==> config.mk <==
export PLATFORM = sky130hd
export DESIGN_NAME = temp_sensor_reader
export DESIGN_NICKNAME = d
export VERILOG_FILES = /design/src/rtl/temp_sensor_reader_pkg.sv /design/src/rtl/temp_sensor_reader_spi_rx.sv /design/src/rtl/temp_sensor_reader.sv
export SDC_FILE = /design/constraint.sdc
export NUM_CORES = 1
export LEC_CHECK = 0
export CORE_UTILIZATION = 57
export DETAILED_ROUTE_END_ITERATION = 10
export PLACE_DENSITY = 0.88
export SLEW_MARGIN = 20
export SYNTH_ARGS = -nofsm -noshare
export SYNTH_HDL_FRONTEND = slang
export SYNTH_HIERARCHICAL = 1
export SYNTH_SLANG_ARGS = --single-unit
export TNS_END_PERCENT = 1
==> constraint.sdc <==
create_clock -name clk_i -period 7.6 [get_ports clk_i]
set_input_delay 1.14 -clock clk_i [delete_from_list [all_inputs] [get_ports clk_i]]
set_output_delay 1.14 -clock clk_i [all_outputs]
set_load 0.02 [all_outputs]
==> src/rtl/temp_sensor_reader_pkg.sv <==
// temp_sensor_reader_pkg: frame layout, output width and FSM states shared by the sensor reader.
package temp_sensor_reader_pkg;

    localparam int TEMPERATURE_SENSOR_DATA_WIDTH = 12;
    localparam int SENSOR_FRAME_BITS             = 16;
    localparam int SENSOR_DATA_MSB               = 14;
    localparam int SENSOR_DATA_LSB               = 3;
    localparam int SENSOR_FAULT_BIT              = 2;
    localparam int SENSOR_ZERO_BIT               = 15;

    typedef enum logic [2:0] {
        IDLE,
        CS_SETUP,
        SHIFT_LO,
        SHIFT_HI,
        CS_HOLD,
        UPDATE
    } state_e;

    function automatic logic frame_ok(input logic [SENSOR_FRAME_BITS-1:0] frame);
        return !frame[SENSOR_ZERO_BIT] && !frame[SENSOR_FAULT_BIT];
    endfunction

endpackage

==> src/rtl/temp_sensor_reader_spi_rx.sv <==
// sensor_spi_frame_rx: SPI frame sequencer for the temperature sensor; synchronises MISO,
// generates CS/SCLK from registers and shifts in one 16-bit frame per start request.
module sensor_spi_frame_rx
    import temp_sensor_reader_pkg::*;
#(
    parameter int CLK_DIV = 4
) (
    input  logic                         clk_i,
    input  logic                         rst_ni,
    input  logic                         start_i,
    input  logic                         miso_i,
    output logic                         sclk_o,
    output logic                         cs_no,
    output logic                         busy_o,
    output logic                         done_o,
    output logic [SENSOR_FRAME_BITS-1:0] frame_o
);

    localparam int DW = $clog2(CLK_DIV);
    localparam logic [DW-1:0] DIV_LAST = DW'(CLK_DIV - 1);

    state_e                       state_q, state_d;
    logic [DW-1:0]                div_q, div_d;
    logic [4:0]                   bit_q, bit_d;
    logic [SENSOR_FRAME_BITS-1:0] shift_q, shift_d;
    logic [1:0]                   sync_q;
    logic                         sclk_q, cs_q;
    logic                         div_last;

    assign div_last = div_q == DIV_LAST;

    always_comb begin
        state_d = state_q;
        bit_d   = bit_q;
        shift_d = shift_q;
        div_d   = (state_q == IDLE || state_q == UPDATE || div_last) ? '0 : div_q + 1'b1;
        case (state_q)
            IDLE: begin
                if (start_i) begin
                    state_d = CS_SETUP;
                    bit_d   = '0;
                end
            end
            CS_SETUP: state_d = div_last ? SHIFT_LO : state_q;
            SHIFT_LO: state_d = div_last ? SHIFT_HI : state_q;
            SHIFT_HI: begin
                if (div_last) begin
                    shift_d = {shift_q[SENSOR_FRAME_BITS-2:0], sync_q[1]};
                    bit_d   = bit_q + 5'd1;
                    state_d = (bit_q == 5'(SENSOR_FRAME_BITS - 1)) ? CS_HOLD : SHIFT_LO;
                end
            end
            CS_HOLD:  state_d = div_last ? UPDATE : state_q;
            default:  state_d = IDLE;
        endcase
    end

    // CS and SCLK are registered from the next state so both pins are glitch-free.
    always_ff @(posedge clk_i or negedge rst_ni) begin
        if (!rst_ni) begin
            state_q <= IDLE;
            div_q   <= '0;
            bit_q   <= '0;
            shift_q <= '0;
            sync_q  <= '0;
            sclk_q  <= 1'b0;
            cs_q    <= 1'b1;
        end else begin
            state_q <= state_d;
            div_q   <= div_d;
            bit_q   <= bit_d;
            shift_q <= shift_d;
            sync_q  <= {sync_q[0], miso_i};
            sclk_q  <= state_d == SHIFT_HI;
            cs_q    <= !(state_d inside {CS_SETUP, SHIFT_LO, SHIFT_HI, CS_HOLD});
        end
    end

    assign sclk_o  = sclk_q;
    assign cs_no   = cs_q;
    assign busy_o  = state_q != IDLE;
    assign done_o  = state_q == UPDATE;
    assign frame_o = shift_q;

endmodule

==> src/rtl/temp_sensor_reader.sv <==
// temp_sensor_reader: periodic SPI temperature reader; validates each frame and holds the
// last good reading on temparature_o for the AC controller.
module temp_sensor_reader
    import temp_sensor_reader_pkg::*;
#(
    parameter int CLK_DIV       = 4,
    parameter int SAMPLE_PERIOD = 100000
) (
    input  logic                                     clk_i,
    input  logic                                     rst_ni,
    input  logic                                     start_i,
    input  logic                                     miso_i,
    output logic                                     sclk_o,
    output logic                                     cs_no,
    output logic [TEMPERATURE_SENSOR_DATA_WIDTH-1:0] temparature_o,
    output logic                                     valid_o,
    output logic                                     fault_o,
    output logic                                     busy_o
);

    localparam int PW = $clog2(SAMPLE_PERIOD);

    logic [PW-1:0]                            period_q, period_d, period_inc;
    logic [TEMPERATURE_SENSOR_DATA_WIDTH-1:0] temp_q, temp_d;
    logic                                     valid_q, valid_d, fault_q, fault_d;
    logic                                     go, done, ok;
    logic [SENSOR_FRAME_BITS-1:0]             frame;

    sensor_spi_frame_rx #(.CLK_DIV(CLK_DIV)) u_rx (
        .clk_i   (clk_i),
        .rst_ni  (rst_ni),
        .start_i (go),
        .miso_i  (miso_i),
        .sclk_o  (sclk_o),
        .cs_no   (cs_no),
        .busy_o  (busy_o),
        .done_o  (done),
        .frame_o (frame)
    );

    assign period_inc = period_q + 1'b1;
    assign ok         = frame_ok(frame);

    // Terminal count after SAMPLE_PERIOD-1 idle cycles, so with UPDATE cs_no idles SAMPLE_PERIOD clocks.
    always_comb begin
        go       = !busy_o && (start_i || period_inc == PW'(SAMPLE_PERIOD - 1));
        period_d = (go || busy_o) ? '0 : period_inc;
        valid_d  = done && ok;
        fault_d  = done ? !ok : fault_q;
        temp_d   = valid_d ? frame[SENSOR_DATA_MSB:SENSOR_DATA_LSB] : temp_q;
    end

    always_ff @(posedge clk_i or negedge rst_ni) begin
        if (!rst_ni) begin
            period_q <= '0;
            temp_q   <= '0;
            valid_q  <= 1'b0;
            fault_q  <= 1'b0;
        end else begin
            period_q <= period_d;
            temp_q   <= temp_d;
            valid_q  <= valid_d;
            fault_q  <= fault_d;
        end
    end

    assign temparature_o = temp_q;
    assign valid_o       = valid_q;
    assign fault_o       = fault_q;

endmodule

# After elaboration in Yosys (flattened, before gate mapping)
# Index checks and enable logic that the tools add are counted.
# op_classes
n_addsub,3
eq_ne,14
n_mux,12
n_reduce_logical,18
# ops
operator,n
two-way mux 3 bit,6
"adder 17 x 1 -> 17 bit, second input constant",1
"equality test 17 bit, second input constant",1
two-way mux 17 bit,1
one-hot mux 3 bit (5 select lines),1
"equality test 3 x 2 -> 1 bit, second input constant",4
two-way mux 5 bit,2
one-hot mux 5 bit (2 select lines),1
"equality test 3 bit, second input constant",3
"equality test 3 x 1 -> 1 bit, second input constant",2
"adder 5 x 1 -> 5 bit, second input constant",1
"equality test 5 x 4 -> 1 bit, second input constant",1
zero test 1 bit,5
logical OR 1 bit,4
nonzero test 4 bit,1
logical AND 1 bit,3
zero test 3 bit,1
AND reduction 3 bit,1
nonzero test 3 bit,1
"adder 2 x 1 -> 2 bit, second input constant",1
"equality test 2 bit, second input constant",1
two-way mux 2 bit,1
"!= test 2 x 1 -> 1 bit, second input constant",1
"!= test 2 bit, second input constant",1
2 further kinds,2
# word_totals
ff_bits,61
out_inout_bits,17
elab_cells,58

# Depth between registers and ports, before layout
# Gate-level depths: netlist of the first run.
# logic_depth
ltp_word,9
ltp_mapped,10
depth_no_buf,10

# Modules after synthesis
# The synthesis of the first run kept the hierarchy.
# modules_own_cells
mod,n_inst,cells_per_inst,area_each_um2
temp_sensor_reader,1,137,1534.0
sensor_spi_frame_rx,1,129,1273.7

# Worst setup path after synthesis of the first run
# Ideal clock, no wire load.
# synth_path
path_kind,reg2reg
from,reg period_q[0]
to,reg u_rx.bit_q[3]
setup_ps,118
arrival_ps,3029
path_slack_ps,4453
path_stages_with_launch,11
path_buffers,0
period_less_slack_ps,3147
path_cell_list,dfrtp_1 > ha_1 > nand3_1 > nor3_1 > xor2_1 > nand2_1 > or3_1 > o32ai_1 > or4b_4 > mux2_2 > a21o_1
# synth_via
elab_chain_cells,6
# synth_lines
item,line_no,source
"start, declared",temp_sensor_reader.sv:23,"logic [PW-1:0] period_q, period_d, period_inc;"
"start signal, assigned",temp_sensor_reader.sv:60,period_q <= period_d;
adder 17 x 1 -> 17 bit,temp_sensor_reader.sv:41,assign period_inc = period_q + 1'b1;
equality test 17 bit,temp_sensor_reader.sv:46,go = !busy_o && (start_i || period_inc == PW'(SAMPLE_PERIOD - 1));
logical OR 1 bit,temp_sensor_reader.sv:46,
logical AND 1 bit,temp_sensor_reader.sv:46,
named net go,temp_sensor_reader.sv:26,"logic go, done, ok;"
!= test 2 bit (no line),--,
AND reduction 3 bit (no line),--,
"end signal, assigned",temp_sensor_reader_spi_rx.sv:71,bit_q <= bit_d;
"end, declared",temp_sensor_reader_spi_rx.sv:24,"logic [4:0] bit_q, bit_d;"
# The timed path passes the listed nets, and every way through them passes these cells.
# A chain may end at the register's enable or synchronous reset.

# Worst setup path after layout of the first run
# Same ends and word-level chain as after synthesis.

==> out/metrics.csv, run 1 <==
metric,value,unit
result_of_the_run,"finished, final reports clean",
worstPathCellList,ha_1 -> nand3_1 -> nor3_1 -> xor2_1 -> nand2_1 -> or3_1 -> o32ai_1 -> or4b_4 -> mux2_2 -> a21o_1,
place.detailed.hpwl,3.180,mm
worstSetupStartpointType,flip-flop,
power.share.combinational,1.4,%
grt_pass1_vias,1833,
ctsRootBufferMaster,sky130_fd_sc_hd__clkbuf_8,
grt_start_max_net_pins,62,
antennaDiodeCount,0,
postCtsResizedCells,0,
finalWorstPathRequiredPeriod,3572,ps
avgSynthCellArea,10.56,um2
initial_core_util,59.44,%
wire_per_inst,13.86,um
rsz0062_at_grt,no,
grt_util_met3,5.139,%
hold-worst-slack,351.5,ps
powerDensity,189.7,nW/um2
use_met1,28.29,%
ys.warnings.count,6,
seq_area_frac_synth,54.41,%
postRouteAntennaNets,0,
ctsLongestPathBuffers,2,
grtUsageTotal,20.92,%
crit_path_end_kind,flip-flop,
critical-path-slowest-cell,sky130_fd_sc_hd__or4b_4,
io_pins,21,
synth_unique_cells,47,
post_route_cells_drive_above_1_share,13.24,%
numCtsBuffers,9,
critical_path_buf_inv_count,0,
synthesized_netlist_net_count,275,
timing.max_slew.rel_slack,31.67,%
hp-class,reg -> reg,
clock_tree_from_tritoncts,done,
synthesis.instances,266,
gr-usage-met2,32.50,%
setup_slack_at_placement,4083,ps
drt-vias-per-instance,5.545,
row_count,25,
cts_hold_buf,0,
worst_slack,4028,ps
timing.setup.critical_path_class,reg -> reg,
core_area,4723,um2
worstMarginPinSlew,1021,ps
routed_wl,4.907,mm
crit_arrival,3790,ps
die_width,72.19,um
share_seq_of_total_power,53.5,%
cap_viol_max_count,0,
drc_errors,0,
gp_routability_congestion,0.9118,
clk_pin_slew_worst_paths,60,ps
ys_seq_elements,61,
dominantRegCellSynth,sky130_fd_sc_hd__dfrtp_1,
cts.sink_count,61,
cpPeakStageDelay,550,ps
clk_latency,320,ps
setup_viol_count_final,0,
placement.io_buffers,20,
area_growth_syn_to_layout,15.06,%
power.share.switching,19.71,%
cell_internal_pwr,0.4920,mW
yosysTopAreaCell,sky130_fd_sc_hd__dfrtp_1,
leakage,1.466,nW
ir_drop,129.3,uV
die_h,72.19,um
dieArea,5211,um2
worst_ep_required_time,7820,ps
yosys-top-cells-area,"sky130_fd_sc_hd__dfrtp_1 (53%), sky130_fd_sc_hd__nand2_1 (7.5%), sky130_fd_sc_hd__mux2_2 (5.2%)",
grt_first_pass_wirelength,8.259,mm
post-synth-top-area-fraction,53.48,%
yosys-top-cells-count,"sky130_fd_sc_hd__dfrtp_1 (60), sky130_fd_sc_hd__nand2_1 (56), sky130_fd_sc_hd__nor2_1 (17), sky130_fd_sc_hd__mux2_2 (13), sky130_fd_sc_hd__nor3_1 (13)",
pwr-share-clk,45.1,%
critical_path_fanouts_max,7,
cp_top_family,simple AND/OR/NAND/NOR gates,
fin_nets,294,
global_route.peak_usage_layer,met2,
tns,0,ps
globalRoute.totalOverflow,0,
fmax,0.2800,GHz
first_pass_iters,4,
async_flop_share,100.0,%
cts_post_setup_buffers_inserted,0,
power.switching,0.1208,mW
cts_max_level,3,
final-hold-violation-count,0,
initialDrtViolationCount,185,
post-route-period-util,47.00,%
timing.clock.skew,9.300,ps
netlist_area,2808,um2
synth_enable_flop_cells,0,
synth_most_common_cell,sky130_fd_sc_hd__dfrtp_1,
grt_antenna_before_repair,0,
timing.final.max_slew_violations,0,
via_count,1963,
## flip-flops by register name, summed over array words and instances (netlist names)
| register | count |
|---|---|
| fault_o | 1 |
| period_q | 17 |
| temparature_o | 12 |
| u_rx/bit_q | 5 |
| u_rx/cs_no | 1 |
| u_rx/div_q | 2 |
| u_rx/frame_o | 16 |
| u_rx/sclk_o | 1 |
| u_rx/state_q | 3 |
| u_rx/sync_q | 2 |
| valid_o | 1 |
## worst register-to-register path, stage by stage, from the launching register on
cell and delay, ps:
sky130_fd_sc_hd__dfrtp_1 440, sky130_fd_sc_hd__ha_1 320, sky130_fd_sc_hd__nand3_1 310, sky130_fd_sc_hd__nor3_1 290
sky130_fd_sc_hd__xor2_1 230, sky130_fd_sc_hd__nand2_1 130, sky130_fd_sc_hd__or3_1 320, sky130_fd_sc_hd__o32ai_1 440
sky130_fd_sc_hd__or4b_4 550, sky130_fd_sc_hd__mux2_2 280, sky130_fd_sc_hd__a21o_1 170
## layout by cell type, fill, tap and decap left out, types with 4 or more instances in the layout
cell	synthesis	final
sky130_fd_sc_hd__a21oi_1	5	5
sky130_fd_sc_hd__clkbuf_8	0	11
sky130_fd_sc_hd__clkdlybuf4s50_1	0	19
sky130_fd_sc_hd__dfrtp_1	60	60
sky130_fd_sc_hd__ha_1	5	5
sky130_fd_sc_hd__inv_1	5	5
sky130_fd_sc_hd__mux2_2	13	13
sky130_fd_sc_hd__nand2_1	56	56
sky130_fd_sc_hd__nand3_1	8	8
sky130_fd_sc_hd__nand4_1	4	4
sky130_fd_sc_hd__nor2_1	17	17
sky130_fd_sc_hd__nor3_1	13	13
sky130_fd_sc_hd__nor3b_1	5	4
sky130_fd_sc_hd__o21ai_0	5	5
sky130_fd_sc_hd__or3_1	4	4
sky130_fd_sc_hd__xnor2_1	8	8
sky130_fd_sc_hd__xor2_1	7	7
## power groups by stage
stage / combinational [mW] / sequential, mW / clock, mW
global route: 0.0107 / 0.328 / 0.297
CTS: 0.00949 / 0.328 / 0.283
detailed placement: 0.00929 / 0.334 / 0
finish: 0.00882 / 0.328 / 0.276
global placement: 0.00916 / 0.334 / 0
floorplan: 0.00114 / 0.333 / 0
## final timing paths
kind,to,depth (start not counted),from,slack (ps)
max reg2reg,u_rx/bit_q[3]$_DFFE_PN0P_,10,period_q[0]$_DFF_PN0_,4030
min,u_rx/sync_q[1]$_DFF_PN0_,0,u_rx/sync_q[0]$_DFF_PN0_,350
max,u_rx/bit_q[3]$_DFFE_PN0P_,10,period_q[0]$_DFF_PN0_,4030
min reg2reg,u_rx/sync_q[1]$_DFF_PN0_,0,u_rx/sync_q[0]$_DFF_PN0_,350
max in group asynchronous,period_q[10]$_DFF_PN0_,2,rst_ni,6160
min in group asynchronous,temparature_o[6]$_DFFE_PN0P_,2,rst_ni,950
## kinds of logic (layout without fill, tap and decap cells)
| group | Yosys count | after routing | share of synthesized area [%] |
|---|---|---|---|
| compound gates | 24 | 24 | 6.284 |
| xor+xnor | 15 | 15 | 4.679 |
| fa+ha+maj | 5 | 5 | 2.228 |
| buf+inv | 18 | 39 | 2.629 |
| flops | 61 | 61 | 54.41 |
| mux | 14 | 14 | 5.570 |
| simple gates | 129 | 129 | 24.20 |
## metal layers
layer  vias to the layer above  share of wire (%)
met3                         7                4.0
li1                        958                  -
met2                        41                 48
met1                       957                 46
met4                         0                1.3
met5                         -                  0
## area by class of cell
class | instances | area, um2
clock inverter | 2 | 35.03
timing repair buffer | 21 | 202.7
tap | 67 | 83.83
clock buffer | 11 | 151.4
multi-input combinational | 187 | 1211
fill | 337 | 1493
inverter | 5 | 18.77
sequential | 61 | 1528
## stage by stage
| step | area (um2) | cells | total power [mW] | util (%) |
|---|---|---|---|---|
| after global routing | 3231 | 354 | 0.6350 | 68.40 |
| after floorplan | 2808 | 266 | 0.3346 | - |
| final | 3231 | 354 | 0.6128 | 68.40 |
| after detailed placement | 3044 | 341 | 0.3429 | 64.45 |
| after global placement | 3044 | 341 | 0.3427 | 64.45 |
| after CTS | 3231 | 354 | 0.6207 | 68.40 |
Note: power is estimated with default switching activity, not from simulation.
==> run 2: changes to the inputs <==
==> constraint.sdc (replaced) <==
create_clock -name clk_i -period 3.7 [get_ports clk_i]
set_input_delay 0.555 -clock clk_i [delete_from_list [all_inputs] [get_ports clk_i]]
set_output_delay 0.555 -clock clk_i [all_outputs]
set_load 0.02 [all_outputs]
==> run 2 against run 1 <==
Against the previous run: sequential share of layout area down 0.99 points; count of clock-buffer cells in the layout is 1 higher; fmax is 5.7% higher; final cell count increased by 1.4%; global-route usage is 1.4 points higher; hold slack lost 140 ps; utilization rose by 1.5 points; clock power rose to 2.6 times the previous value; combinational power up 110%; critical endpoint unchanged.
==> out/metrics.csv, run 2 (synthesis results as in run 1) <==
metric,value,unit,change
commonest_non_fill_non_tap_cell_in_the_layout,sky130_fd_sc_hd__dfrtp_1,,
area_growth_syn_to_layout,17.51,%,
drt-vias-per-instance,5.574,,+0.52%
post_route_cells_drive_above_1_share,14.04,%,+0.80 points
power.switching,0.2690,mW,+120%
crit_path_end,u_rx/bit_q[3]$_DFFE_PN0P_,,
finalWorstPathRequiredPeriod,3380,ps,-192.0 ps
rr_worst_depth,10,,unchanged
grtUsageTotal,22.33,%,+1.4 points
largest_register_ffs,17,,unchanged
cts_max_level,3,,unchanged
initial_core_util,59.44,%,unchanged
grt_start_max_net_pins,37,,-40%
cap_viol_max_count,0,,unchanged
power.share.switching,19.09,%,-0.62 points
crit_path_end_kind,flip-flop,,
grt_antenna_before_repair,0,,unchanged
timing.max_slew.rel_slack,31.92,%,+0.26 points
worst_slack,320.3,ps,-3708 ps
cell_internal_pwr,1.140,mW,+130%
post-route-period-util,91.34,%,+44 points
hold-worst-slack,208.1,ps,-143.4 ps
postCtsResizedCells,0,,unchanged
grt_first_pass_wirelength,8.549,mm,+3.5%
wire_per_inst,14.30,um,+3.2%
filler_cell_count,337,,unchanged
clk_latency,340,ps,+20 ps
fmax,0.2959,GHz,+5.7%
ir_drop,229.6,uV,+78%
place.detailed.hpwl,3.322,mm,+4.5%
critical_path.startpoint,period_q[0]$_DFF_PN0_,,
fin_nets,296,,+0.68%
cts_post_setup_buffers_inserted,0,,unchanged
cts_hold_buf,0,,unchanged
grt_pass1_vias,1884,,+2.8%
pwr-share-clk,50.9,%,+5.8 points
clk_pin_slew_worst_paths,70,ps,about the same
core_area,4723,um2,unchanged
via_count,2001,,+1.9%
initialDrtViolationCount,185,,unchanged
die_h,72.19,um,unchanged
setup_viol_count_final,0,,unchanged
worst_setup_slack_for_register_to_register_paths,320,ps,-3710 ps
drc_errors,0,,unchanged
multi_input_comb_area,1211,um2,unchanged
critical_path_fanouts_max,7,,unchanged
rsz0062_at_grt,no,,
row_count,25,,unchanged
timing.final.max_slew_violations,0,,unchanged
powerDensity,427.1,nW/um2,+130%
ctsRootBufferMaster,sky130_fd_sc_hd__clkbuf_8,,
power.share.combinational,1.3,%,about the same
first_pass_iters,4,,unchanged
globalRoute.totalOverflow,0,,unchanged
cts.sink_count,61,,unchanged
dieArea,5211,um2,unchanged
dpl-instance-area,3059,um2,+0.49%
worstSetupStartpointType,flip-flop,,
setup_slack_at_placement,353.0,ps,-3730 ps
antennaDiodeCount,0,,unchanged
placement.io_buffers,20,,unchanged
clock_tree_from_tritoncts,done,,
result_of_the_run,"finished, final reports clean",,
crit_arrival,3610,ps,-180 ps
hp-class,in -> async,,
leakage,1.499,nW,+2.3%
layout_common_cells,"sky130_fd_sc_hd__dfrtp_1 (60), sky130_fd_sc_hd__nand2_1 (56), sky130_fd_sc_hd__clkdlybuf4s50_1 (19), sky130_fd_sc_hd__nor2_1 (17)",,
post-place-cells,343,,+0.59%
stdcell_count,359,,+1.4%
timing.setup.critical_path_class,reg -> reg,,
tns,0,ps,unchanged
io_pins,21,,unchanged
routed_wl,5.134,mm,+4.6%
timing.clock.skew,6.853,ps,-2.448 ps
postRouteAntennaNets,0,,unchanged
worstMarginPinSlew,1017,ps,-3.830 ps
numCtsBuffers,9,,unchanged
gp_routability_congestion,0.8439,,-7.4%
fin_area,3299,um2,+2.1%
die_width,72.19,um,unchanged
worst_ep_required_time,3930,ps,-3890 ps
reg2reg_from,period_q[0]$_DFF_PN0_,,
ctsLongestPathBuffers,2,,unchanged
seq_area,1528,um2,unchanged
regMostFlops,period_q,,
crit-reg2reg-capture,u_rx/bit_q[3]$_DFFE_PN0P_,,
final-hold-violation-count,0,,unchanged
share_seq_of_total_power,47.8,%,-5.7 points
==> run 2: cell types whose count changed in the layout (fill, tap and decap cells not counted), sizes merged <==
cell    change
buf         +2
clkbuf      +1
bufinv      +2
==> run 2: routing by layer <==
layer	wire length (um)	track usage, %
met1	2403	29.70
met2	2426	33.23
met3	222	8.750
met4	81	8.497
met5	0	0
==> run 2: final cells by class <==
cell class	instances	area share (%)
multi-input cells	187	36.71
clock inverters	4	2.882
well taps	67	2.541
inverters	5	0.5688
repair buffers	23	6.598
clock buffers	12	4.399
flip-flops and latches	61	46.30
==> run 2: critical path, stage by stage, from the launching register on <==
cell	delay, ps
sky130_fd_sc_hd__dfrtp_1	440
sky130_fd_sc_hd__ha_1	320
sky130_fd_sc_hd__nand3_1	300
sky130_fd_sc_hd__nor3_1	270
sky130_fd_sc_hd__xor2_1	200
sky130_fd_sc_hd__nand2_1	120
sky130_fd_sc_hd__or3_1	320
sky130_fd_sc_hd__o32ai_1	320
sky130_fd_sc_hd__or4b_4	530
sky130_fd_sc_hd__mux2_2	280
sky130_fd_sc_hd__a21o_1	170
==> run 2: power groups by stage <==
| stage | sequential (mW) | clock [mW] | combinational (mW) |
|---|---|---|---|
| 3_5_place_dp | 0.685 | 0 | 0.0193 |
| 5_1_grt | 0.673 | 0.754 | 0.0217 |
| 4_1_cts | 0.673 | 0.724 | 0.0194 |
| 3_3_place_gp | 0.685 | 0 | 0.0191 |
| 2_1_floorplan | 0.685 | 0 | 0.00233 |
| 6_report | 0.673 | 0.718 | 0.0185 |
==> run 2: through the flow <==
| step | util, % | total power [mW] |
|---|---|---|
| 2_1_floorplan | - | 0.6872 |
| 3_3_place_gp | 64.77 | 0.7043 |
| 3_5_place_dp | 64.77 | 0.7046 |
| 4_1_cts | 69.85 | 1.417 |
| 5_1_grt | 69.85 | 1.449 |
| 6_report | 69.85 | 1.409 |
==> run 2: worst min path at each step <==
| stage | from | end | slack (ps) |
|---|---|---|---|
| floorplan | rst_ni | fault_o$_DFFE_PN0P_ | 260 |
| global placement | u_rx/sync_q[0]$_DFF_PN0_ | u_rx/sync_q[1]$_DFF_PN0_ | 340 |
| detailed placement | u_rx/sync_q[0]$_DFF_PN0_ | u_rx/sync_q[1]$_DFF_PN0_ | 340 |
| CTS | rst_ni | temparature_o[6]$_DFFE_PN0P_ | 220 |
| global route | rst_ni | temparature_o[6]$_DFFE_PN0P_ | 240 |
| finish | rst_ni | temparature_o[6]$_DFFE_PN0P_ | 210 |
